$ cat src/rtl/hypot_pkg.sv
// Shared types and width helpers for the iterative hypotenuse block.
package hypot_pkg;

   typedef enum logic [1:0] {IDLE, SQ, CALC, DONE} state_t;

   // Widest operand abs_w accepts; callers sign-extend to this width first.
   localparam int MAXW = 32;

   function automatic int sumw(input int w);
      return 2*w + 1;
   endfunction

   function automatic int rw(input int w);
      return w + 1;
   endfunction

   function automatic int cw(input int w);
      return $clog2(w + 1);
   endfunction

   function automatic logic [MAXW-1:0] abs_w(input logic [MAXW-1:0] v);
      return v[MAXW-1] ? (~v + 1'b1) : v;
   endfunction

endpackage

$ cat src/rtl/hypot_isqrt_step.sv
// One restoring square-root iteration: folds the next two radicand bits into rem/root.
module hypot_isqrt_step #(
   parameter int RW = 9
) (
   input  logic [RW:0]   rem,
   input  logic [RW-1:0] root,
   input  logic [1:0]    pair,
   output logic [RW:0]   rem_next,
   output logic [RW-1:0] root_next
);

   localparam int TW = RW + 3;

   logic [TW-1:0] cand;
   logic [TW-1:0] sub;
   logic [TW-1:0] trial;

   always_comb begin
      cand  = {rem, pair};
      sub   = TW'({root, 2'b01});
      trial = cand - sub;
      // Remainder never exceeds 2*root, so RW+1 bits always hold it.
      if (cand >= sub) begin
         rem_next  = (RW+1)'(trial);
         root_next = RW'({root, 1'b1});
      end else begin
         rem_next  = (RW+1)'(cand);
         root_next = RW'({root, 1'b0});
      end
   end

endmodule

$ cat src/rtl/hypot_iter.sv
// Handshaked sqrt(x^2 + y^2), one root bit per cycle, optional round-to-nearest.
module hypot_iter
   import hypot_pkg::*;
#(
   parameter int W      = 8,
   parameter bit SIGNED = 1'b0
) (
   input  logic         clk,
   input  logic         rst,
   input  logic         in_valid,
   output logic         in_ready,
   input  logic [W-1:0] in_x,
   input  logic [W-1:0] in_y,
   input  logic         in_round,
   output logic         out_valid,
   input  logic         out_ready,
   output logic [W:0]   out_r,
   output logic         out_exact,
   output logic         busy
);

   localparam int SW   = sumw(W);
   localparam int RW   = rw(W);
   localparam int CW   = cw(W);
   localparam int PW   = 2 * RW;   // radicand padded to a whole number of bit pairs
   localparam int REMW = RW + 1;

   state_t          state_q, state_d;
   logic [W-1:0]    ax_q, ax_d, ay_q, ay_d;
   logic            rnd_q, rnd_d;
   logic [PW-1:0]   sum_q, sum_d;
   logic [RW-1:0]   root_q, root_d;
   logic [REMW-1:0] rem_q, rem_d;
   logic [CW-1:0]   cnt_q, cnt_d;
   logic [RW-1:0]   out_r_q, out_r_d;
   logic            exact_q, exact_d;

   logic [MAXW-1:0] x_ext, y_ext;
   logic [W-1:0]    x_mag, y_mag;
   logic [SW-1:0]   sq_sum;
   logic [REMW-1:0] step_rem;
   logic [RW-1:0]   step_root;
   logic            round_up;

   always_comb begin
      if (SIGNED) begin
         x_ext = abs_w(MAXW'($signed(in_x)));
         y_ext = abs_w(MAXW'($signed(in_y)));
      end else begin
         x_ext = MAXW'(in_x);
         y_ext = MAXW'(in_y);
      end
      x_mag = W'(x_ext);
      y_mag = W'(y_ext);
   end

   assign sq_sum = SW'(ax_q) * SW'(ax_q) + SW'(ay_q) * SW'(ay_q);

   hypot_isqrt_step #(.RW(RW)) u_step (
      .rem       (rem_q),
      .root      (root_q),
      .pair      (sum_q[PW-1 -: 2]),
      .rem_next  (step_rem),
      .root_next (step_root)
   );

   // (r + 0.5)^2 = r^2 + r + 0.25, so round up exactly when rem > r.
   assign round_up = rnd_q && (step_rem > REMW'(step_root));

   always_ff @(posedge clk) begin
      if (rst) begin
         state_q <= IDLE;
         ax_q    <= '0;
         ay_q    <= '0;
         rnd_q   <= 1'b0;
         sum_q   <= '0;
         root_q  <= '0;
         rem_q   <= '0;
         cnt_q   <= '0;
         out_r_q <= '0;
         exact_q <= 1'b0;
      end else begin
         state_q <= state_d;
         ax_q    <= ax_d;
         ay_q    <= ay_d;
         rnd_q   <= rnd_d;
         sum_q   <= sum_d;
         root_q  <= root_d;
         rem_q   <= rem_d;
         cnt_q   <= cnt_d;
         out_r_q <= out_r_d;
         exact_q <= exact_d;
      end
   end

   always_comb begin
      state_d = state_q;
      ax_d    = ax_q;
      ay_d    = ay_q;
      rnd_d   = rnd_q;
      sum_d   = sum_q;
      root_d  = root_q;
      rem_d   = rem_q;
      cnt_d   = cnt_q;
      out_r_d = out_r_q;
      exact_d = exact_q;
      unique case (state_q)
         IDLE: begin
            if (in_valid) begin
               ax_d    = x_mag;
               ay_d    = y_mag;
               rnd_d   = in_round;
               state_d = SQ;
            end
         end
         SQ: begin
            sum_d   = PW'(sq_sum);
            root_d  = '0;
            rem_d   = '0;
            cnt_d   = CW'(W);
            state_d = CALC;
         end
         CALC: begin
            sum_d  = sum_q << 2;
            root_d = step_root;
            rem_d  = step_rem;
            cnt_d  = cnt_q - 1'b1;
            if (cnt_q == '0) begin
               out_r_d = step_root + RW'(round_up);
               exact_d = (step_rem == '0);
               state_d = DONE;
            end
         end
         DONE: begin
            if (out_ready) state_d = IDLE;
         end
         default: state_d = IDLE;
      endcase
   end

   assign in_ready  = (state_q == IDLE);
   assign busy      = (state_q != IDLE);
   assign out_valid = (state_q == DONE);
   assign out_r     = out_r_q;
   assign out_exact = exact_q;

endmodule

$ cat config.mk
export PLATFORM = sky130hd
export DESIGN_NAME = hypot_iter
export DESIGN_NICKNAME = d
export VERILOG_FILES = /design/src/rtl/hypot_pkg.sv /design/src/rtl/hypot_isqrt_step.sv /design/src/rtl/hypot_iter.sv
export SDC_FILE = /design/constraint.sdc
export NUM_CORES = 1
export LEC_CHECK = 0
export BUFFER_PORTS_ARGS = -buffer_cell sky130_fd_sc_hd__buf_2
export CAP_MARGIN = 5
export CORE_MARGIN = 2
export CORE_UTILIZATION = 65
export CTS_BUF_LIST = sky130_fd_sc_hd__clkbuf_8
export DETAILED_ROUTE_END_ITERATION = 8
export PLACE_DENSITY = 0.91
export SKIP_CTS_REPAIR_TIMING = 1
export SLEW_MARGIN = 20
export SYNTH_ARGS = -nofsm -noshare
export SYNTH_HDL_FRONTEND = slang
export SYNTH_SLANG_ARGS = --single-unit
$ cat constraint.sdc
create_clock -name clk -period 8.3 [get_ports clk]
set_input_delay 0.415 -clock clk [delete_from_list [all_inputs] [get_ports clk]]
set_output_delay 0.415 -clock clk [all_outputs]
set_load 0.05 [all_outputs]
# After elaboration in Yosys (flattened, before gate mapping)
# Cells that the tools add are included.
dict set report op_classes {
  n_addsub 4
  n_mul 2
  n_lt_le_gt_ge 2
  n_eq_ne 6
  muxes 10
  n_reduce_logical 9
}
# operator n
set op_table {}
lappend op_table {{18-bit one-hot mux with 2 select lines} 1}
lappend op_table {{8-bit by 8-bit multiplier with 16-bit output} 2}
lappend op_table {{10-bit one-hot mux with 2 select lines} 1}
lappend op_table {{9-bit one-hot mux with 2 select lines} 1}
lappend op_table {{16-bit by 16-bit adder with 17-bit output} 1}
lappend op_table {{12-bit by 11-bit >= comparator with 1-bit output} 1}
lappend op_table {{10-bit by 9-bit greater-than comparator with 1-bit output} 1}
lappend op_table {{10-bit zero test} 1}
lappend op_table {{10-bit two-way mux} 1}
lappend op_table {{10-bit subtractor} 1}
lappend op_table {{9-bit by 1-bit adder with 9-bit output} 1}
lappend op_table {{2-bit one-hot mux with 4 select lines} 1}
lappend op_table {{4-bit one-hot mux with 2 select lines} 1}
lappend op_table {{2-bit two-way mux} 3}
lappend op_table {{2-bit equality test, second input constant} 2}
lappend op_table {{4-bit zero test} 1}
lappend op_table {{2-bit inequality test, second input constant} 2}
lappend op_table {{2-bit AND reduction} 2}
lappend op_table {{2-bit nonzero test} 2}
lappend op_table {{4-bit by 1-bit subtractor with 4-bit output, second input constant} 1}
lappend op_table {{3-bit AND reduction} 1}
lappend op_table {{2-bit by 1-bit equality test with 1-bit output, second input constant} 1}
lappend op_table {{2-bit zero test} 1}
lappend op_table {{2-bit by 1-bit inequality test with 1-bit output, second input constant} 1}
lappend op_table {{other kinds (2)} 2}
dict set report word_totals {
  register_bits 70
  input_bits 21
  output_inout_bits 13
  wordCells 43
}

# Longest topological paths before layout
# Gate-level depths: netlist of the first run.
dict set report depth {
  word_depth 5
  ltp_mapped 23
  depth_no_buf 23
}

# By module
# A second synthesis of the first run with hierarchy kept.
dict set report hier_totals {
  hier_cells 851
  area_unflattened_um2 7307.0
}
# mod instances cells_each area_per_inst_um2 seq_area_each_um2
set by_module_without_submodules {}
lappend by_module_without_submodules {hypot_iter 1 759 6583.8 1401.3}
lappend by_module_without_submodules {hypot_isqrt_step 1 92 723.2 0.0}

# Worst setup path before layout of the first run
# Ideal clock, no wire load.
dict set report synth_path {
  path_type {register -> register}
  startpoint {register ay_q[2]}
  endpoint {register sum_q[15]}
  setup_ns 0.091
  arrival_ns 5.864
  t_required_ns 8.209
  slack_ns 2.345
  stages_incl_launch_ff 20
  n_path_buf 1
  period_less_slack_ns 5.955
  path_cell_list {dfxtp_1 -> clkbuf_1 -> nand2_1 -> fa_1 -> inv_1 -> fa_1 -> fa_1 -> fa_1 -> fa_1 -> inv_1 -> fa_1 -> inv_1 -> ha_1 -> a2111oi_0 -> o21ai_0 -> a41oi_1 -> o21ai_0 -> xor2_1 -> nand2_1 -> a311oi_1}
}
dict set report synth_via {
  elab_chain_len 3
}
# item line_no
set synth_rtl {}
lappend synth_rtl {{start: declaration} hypot_iter.sv:29} ;# logic [W-1:0] ax_q, ax_d, ay_q, ay_d;
lappend synth_rtl {{start signal: assignment} hypot_iter.sv:85} ;# ay_q <= ay_d;
lappend synth_rtl {{8-bit by 8-bit multiplier with 16-bit output} hypot_iter.sv:57} ;# assign sq_sum = SW'(ax_q) * SW'(ax_q) + SW'(ay_q) * SW'(ay_q);
lappend synth_rtl {{16-bit by 16-bit adder with 17-bit output} hypot_iter.sv:57}
lappend synth_rtl {{18-bit one-hot mux with 2 select lines} hypot_iter.sv:107} ;# unique case (state_q)
lappend synth_rtl {{end signal: assignment} hypot_iter.sv:87} ;# sum_q <= sum_d;
lappend synth_rtl {{end: declaration} hypot_iter.sv:31} ;# logic [PW-1:0] sum_q, sum_d;
# Every way passes these cells.
# A chain may end at the register's enable or synchronous reset.

# Worst setup path in the final report of the first run
# Ends and elaborated chain as after synthesis.

==> flow_metrics.py, run 1 <==
metrics = {
    "place": {
        "pre_cts_ws_ns": 1.77,
        "dp_hpwl_um": 11800,
        "portBuffers": 33,
        "gp_congestion": 0.944,
    },
    "timing": {
        "finalMaxSlewViolations": 0,
        "hold_violations": 0,
        "rsz0062_at_grt": "no",
        "setup_viol": 0,
        "finalSetupTns_ns": 0,
        "skew_ns": 0.0155,
        "max_freq_mhz": 152,
        "slew_headroom_pct": 39.5,
        "post-route-period-util_pct": 79.4,
        "whs_ns": 0.260,
        "worstMarginPinSlew_ns": 0.905,
        "worst_slack_ns": 1.71,
        "min_period_ns": 6.59,
    },
    "floorplanning": {
        "rows": 38,
        "die_w_um": 108,
        "io_pins": 34,
        "die_area_sq_um": 11700,
        "core_sq_um": 10700,
        "dieHeight_um": 108,
        "start_util_pct": 65.9,
    },
    "worst_hold_path": {
        "hold_class": "in -> reg",
    },
    "logic_synthesis": {
        "syn_inst": 817,
        "ys_ff_latch": 70,
        "synth_top_cell_area_share_pct": 21.6,
        "synth-edff-count": 0,
        "yosysSeqAreaShare_pct": 19.9,
        "synthArstFlopShare_pct": 0,
        "synth_area_per_cell_sq_um": 8.63,
        "yosys.cell_types.count": 56,
        "yosys.area.top_type": "fa_1",
        "synth.most_common_cell": "inv_1",
        "yosys-top-cells-count": "125 x inv_1, 100 x nand2_1, 83 x ha_1, 76 x fa_1, 70 x dfxtp_1",
        "synth-main-ff-cell": "dfxtp_1",
        "synth_fp_nets": 997,
        "synth.top_cells.by_area": "fa_1 22%, dfxtp_1 20%, ha_1 15%",
        "ys_warn_count": 0,
        "synth_area_sq_um": 7050,
    },
    "pwr": {
        "ir_drop_uv": 395,
        "p_int_mw": 1.05,
        "power_frac_clock_pct": 14.8,
        "netSwitchingPower_mw": 1.01,
        "cellPowerDensity_nw_per_um2": 274,
        "power_frac_seq_pct": 23.3,
        "power_frac_comb_pct": 61.9,
        "p_leak_nw": 3.62,
        "p_sw_share_pct": 48.9,
    },
    "routing": {
        "drt-wirelength-per-cell_um": 15.6,
        "vias": 5578,
        "dr.pass1.iters": 5,
        "wl_um": 15200,
        "drc": 0,
        "antenna_left": 0,
        "vias_per_cell": 5.70,
        "drt_iter0_drc": 397,
    },
    "clocking": {
        "clkTransAtPathRegs_ns": 0.09,
        "clockBufferDepth": 2,
        "cts_tree": "yes",
        "cts_root_buffer": "clkbuf_8",
        "cts_num_sinks": 70,
        "worstSkewPairLatency_ns": 0.39,
        "htreeDepth": 3,
        "cts_buffers": 9,
    },
    "final_layout": {
        "fin_nets": 1013,
        "n_fill_cell": 827,
        "postLayoutCoreUtil_pct": 70.2,
        "syn_to_final_growth_pct": 6.55,
        "diodes": 0,
        "drive_above_1_share_pct": 8.11,
    },
    "worst_setup_path": {
        "timing.critical_path.cells": "nand2_1 > fa_1 > inv_1 > fa_1 > fa_1 > fa_1 > fa_1 > inv_1 > fa_1 > inv_1 > ha_1 > a2111oi_0 > o21ai_0 > a41oi_1 > o21ai_0 > xor2_1 > nand2_1 > a311oi_1",
        "worstPathRequired_ns": 8.59,
        "slowest_delay_ns": 0.68,
        "crit_fanout": 12,
        "endpoint_kind": "flip-flop",
        "cpMaxStageDelayCell": "a2111oi_0",
        "arrival_ns": 6.88,
        "cp-start-kind": "flip-flop",
        "criticalPathCategory": "reg -> reg",
        "cpMostUsedCell": "fa_1",
    },
    "global_routing": {
        "grt_pass1_wl_um": 26100,
        "antenna_found_initial": 0,
        "grt-ovfl-total": 0,
        "grt_pass1_vias": 5667,
        "grt_max_degree": 72,
        "grt_use_total_pct": 28.6,
    },
    "outcome": {
        "status": "completed",
    },
    "run": {
        "drv_cap": 0,
    },
}
[through the flow]
stage,total power [mW],instances,area (sq um)
finish,2.06,978,7510
global route,2.23,978,7510
CTS,2.05,978,7510
detailed placement,1.74,962,7300
global placement,1.69,962,7300
floorplan,1.46,817,7050
[kinds of logic (layout without fill, tap and decap cells)]
logic type	after synthesis	after routing	share of synthesized area, %
simple gates	245	245	15.9
buf+inv	161	182	8.61
fa+ha+maj	159	159	36.3
compound gates	138	138	13.4
flops	70	70	19.9
xor+xnor	30	30	3.73
mux	14	14	2.17
[layer usage]
layer | track usage [%] | share of wire, % | vias to the layer above
li1 | - | - | 2705
met5 | 0 | 0 | -
met4 | 8.97 | 1.9 | 0
met3 | 4.88 | 4.5 | 25
met2 | 48.5 | 49 | 138
met1 | 37.6 | 45 | 2710
[layout by cell type, fill, tap and decap left out, types with 2 or more instances in the layout]
cell         n
nand2_1    100
buf_2       33
a21oi_1     48
a211oi_1    16
nand3_1     19
and3_1       2
mux2i_1     10
a21o_1       6
ha_1        83
mux2_4       2
inv_1      125
clkbuf_8     9
xnor2_1     26
nand4_1      3
dfxtp_1     70
a31oi_1      2
and2_1      35
o31ai_1      3
nor2b_1      5
o211ai_1     7
mux2_2       2
buf_4        6
a21boi_0     2
a22oi_1     11
o21ai_0     13
xor2_1       4
o21a_1       5
nor2_1      61
nor3_1       8
fa_1        76
nand2b_1     2
a2bb2oi_1    3
inv_6        3
a311oi_1     9
o2111ai_1    2
[power groups by stage]
stage,clock network (mW),logic [mW],registers (mW)
final,0.305,1.27,0.480
after detailed placement,0,1.25,0.484
after CTS,0.310,1.26,0.478
after global routing,0.321,1.42,0.489
after floorplan,0,0.970,0.488
after global placement,0,1.21,0.478
[registers in the layout (all words and copies together), names as in the netlist]
register	cells
ax_q	8
sum_q	18
out_r	9
ay_q	8
rnd_q	1
cnt_q	4
rem_q	10
root_q	9
state_q	2
out_exact	1
[worst paths after layout]
kind	cells after the start	from	endpoint	slack, ns
hold / removal	3	in_x[5]	ax_q[5]$_SDFFE_PP0P_	0.26
setup reg to reg	18	ay_q[2]$_SDFFE_PP0P_	sum_q[15]$_SDFFE_PP0P_	1.71
setup / recovery	18	ay_q[2]$_SDFFE_PP0P_	sum_q[15]$_SDFFE_PP0P_	1.71
hold reg to reg	2	root_q[8]$_SDFFE_PP0P_	root_q[8]$_SDFFE_PP0P_	0.47
[critical path, delay by kind of cell, from the launching register on]
| family | cells | cell delay, ns |
|---|---|---|
| xor gates and xnor gates | 1 | 0.15 |
| and+or+nand+nor | 2 | 0.21 |
| adders and majority gates | 7 | 3.58 |
| buffers and inverters | 3 | 0.19 |
| AOI/OAI and AO/OA | 5 | 1.76 |
| DFF | 1 | 0.59 |
[layout make-up]
class	count	area (sq um)	share of cell area [%]
Tap cell	140	175	2.33
Inverter	127	479	6.38
Clock buffer	9	124	1.65
Sequential cell	70	1400	18.7
Clock inverter	7	80.1	1.07
Timing Repair Buffer	39	210	2.80
Multi-Input combinational cell	586	5040	67.1
(Power assumes the default switching activity.)
==> inputs of run 2 (changes only) <==
==> constraint.sdc (replaced) <==
create_clock -name clk -period 6.4 [get_ports clk]
set_input_delay 0.32 -clock clk [delete_from_list [all_inputs] [get_ports clk]]
set_output_delay 0.32 -clock clk [all_outputs]
set_load 0.05 [all_outputs]
==> run 2 against run 1 <==
  * Clock skew rose by 0.0021 ns
  * Register-to-register slack got worse by 1.3 ns
  * Hold slack got worse by 0.092 ns
  * Fmax increased by 9.4%
  * Combinational power is 31% higher
  * Sequential cell count unchanged
  * Die area unchanged
  * Power increased by 28%
  * Non-clock buffer count up 6
  * First-iteration DRC count fell by 8.1%
==> flow_metrics.py, run 2 (synthesis results as in run 1) <==
metrics = {
    "outcome": {
        "status": "completed",
    },
    "worst_setup_path": {
        "cp-start-kind": "flip-flop",
        "timing.critical_path.to": "sum_q[15]$_SDFFE_PP0P_",
        "regToRegStartpoint": "ay_q[7]$_SDFFE_PP0P_",
        "ff2ff_path_depth": 19,
        "criticalPathCategory": "reg -> reg",
        "critPathLaunch": "ay_q[7]$_SDFFE_PP0P_",
        "crit_fanout": 9,
        "arrival_ns": 6.31,
        "reg2reg_slack_ns": 0.38,
        "worstPathRequired_ns": 6.68,
        "timing.rr.end": "sum_q[15]$_SDFFE_PP0P_",
        "endpoint_kind": "flip-flop",
    },
    "final_layout": {
        "diodes": 0,
        "fin_nets": 1019,
        "syn_to_final_growth_pct": 6.89,
        "drive_above_1_share_pct": 9.00,
        "stdcell_count": 984,
        "top_regs": "sum_q (18), rem_q (10)",
        "layout_common_cells": "125 x inv_1, 100 x nand2_1, 83 x ha_1, 76 x fa_1, 68 x dfxtp_1",
        "largest_reg_flops": 18,
        "final_common_cell": "inv_1",
        "regMostFlops": "sum_q",
    },
    "clocking": {
        "htreeDepth": 3,
        "clockBufferDepth": 2,
        "cts_num_sinks": 70,
        "clkTransAtPathRegs_ns": 0.09,
        "cts_buffers": 9,
        "cts_tree": "yes",
        "worstSkewPairLatency_ns": 0.38,
        "cts_root_buffer": "clkbuf_8",
    },
    "routing": {
        "drc": 0,
        "antenna_left": 0,
        "wl_um": 15100,
        "vias_per_cell": 5.69,
        "drt_iter0_drc": 365,
        "dr.pass1.iters": 5,
        "drt-wirelength-per-cell_um": 15.4,
        "vias": 5603,
    },
    "timing": {
        "finalMaxSlewViolations": 0,
        "max_freq_mhz": 166,
        "post-route-period-util_pct": 94.1,
        "finalSetupTns_ns": 0,
        "rsz0062_at_grt": "no",
        "setup_viol": 0,
        "skew_ns": 0.0177,
        "min_period_ns": 6.02,
        "whs_ns": 0.168,
        "hold_violations": 0,
        "worstMarginPinSlew_ns": 0.920,
        "slew_headroom_pct": 38.5,
    },
    "global_routing": {
        "antenna_found_initial": 0,
        "grt-ovfl-total": 0,
        "grt_pass1_vias": 5688,
        "grt_pass1_wl_um": 26000,
        "grt_max_degree": 72,
        "grt_use_total_pct": 28.5,
    },
    "floorplanning": {
        "core_sq_um": 10700,
        "start_util_pct": 65.9,
        "io_pins": 34,
        "die_w_um": 108,
        "dieHeight_um": 108,
        "die_area_sq_um": 11700,
        "rows": 38,
    },
    "pwr": {
        "power_frac_seq_pct": 23.2,
        "ir_drop_uv": 431,
        "p_leak_nw": 3.65,
        "p_int_mw": 1.33,
        "p_sw_share_pct": 49.5,
        "power_frac_comb_pct": 63.5,
        "power_frac_clock_pct": 13.3,
        "netSwitchingPower_mw": 1.30,
        "cellPowerDensity_nw_per_um2": 350,
    },
    "place": {
        "dp_hpwl_um": 12000,
        "portBuffers": 33,
        "place_inst": 968,
        "gp_congestion": 0.924,
    },
    "worst_hold_path": {
        "hold_class": "in -> reg",
        "hold_path_depth": 3,
    },
    "run": {
        "drv_cap": 0,
    },
}
-- run 2: worst min-delay path by stage --
stage	from	endpoint	slack, ns
floorplan	rnd_q$_SDFFE_PP0P_	rnd_q$_SDFFE_PP0P_	0.43
global placement	root_q[8]$_SDFFE_PP0P_	root_q[8]$_SDFFE_PP0P_	0.45
detailed placement	sum_q[11]$_SDFFE_PP0P_	sum_q[13]$_SDFFE_PP0P_	0.46
CTS	in_x[0]	ax_q[0]$_SDFFE_PP0P_	0.15
global route	in_x[0]	ax_q[0]$_SDFFE_PP0P_	0.19
finish	in_x[3]	ax_q[3]$_SDFFE_PP0P_	0.17
-- run 2: layout make-up --
class / count / area [sq um]
multi-input combinational: 586 / 5040
fill: 829 / 3170
sequential: 70 / 1400
inverter: 127 / 479
timing repair buffer: 45 / 255
tap: 140 / 175
clock buffer: 9 / 124
clock inverter: 7 / 56.3
-- run 2: metrics by stage --
step                      util (%)  worst slack (ns)  instance area [sq um]  power [mW]
after detailed placement      68.7             0.360                   7350        2.27
after global routing          70.4            0.0297                   7530        2.87
final                         70.4             0.376                   7530        2.63
after global placement        68.7             0.521                   7350        2.20
after CTS                     70.4             0.352                   7530        2.63
after floorplan                  -             0.445                   7050        1.89
-- run 2: critical path, stage by stage (launching register included) --
cell       delay (ns)
dfxtp_1          0.46
nand2_1          0.11
fa_1             0.55
inv_1            0.07
fa_1             0.50
fa_1             0.52
fa_1             0.51
fa_1             0.55
inv_1            0.06
fa_1             0.54
inv_1            0.04
ha_1             0.33
a2111oi_0        0.41
buf_4            0.19
o21ai_0          0.12
a41oi_1          0.32
o21ai_0          0.16
xor2_1           0.15
nand2_1          0.06
a311oi_1         0.26
-- run 2: power groups by stage --
stage	Combinational [mW]	Clock [mW]	Sequential [mW]
finish	1.67	0.349	0.612
global route	1.87	0.371	0.625
CTS	1.66	0.356	0.610
detailed placement	1.65	0	0.618
global placement	1.59	0	0.611
floorplan	1.26	0	0.633
-- run 2: routing by layer --
metal | up-vias | part of all wire, % | GRT usage [%]
met3 | 19 | 4.9 | 4.34
met5 | - | 0 | 0
met1 | 2723 | 44 | 37.8
met4 | 0 | 1.2 | 8.24
li1 | 2715 | - | -
met2 | 146 | 50 | 48.5
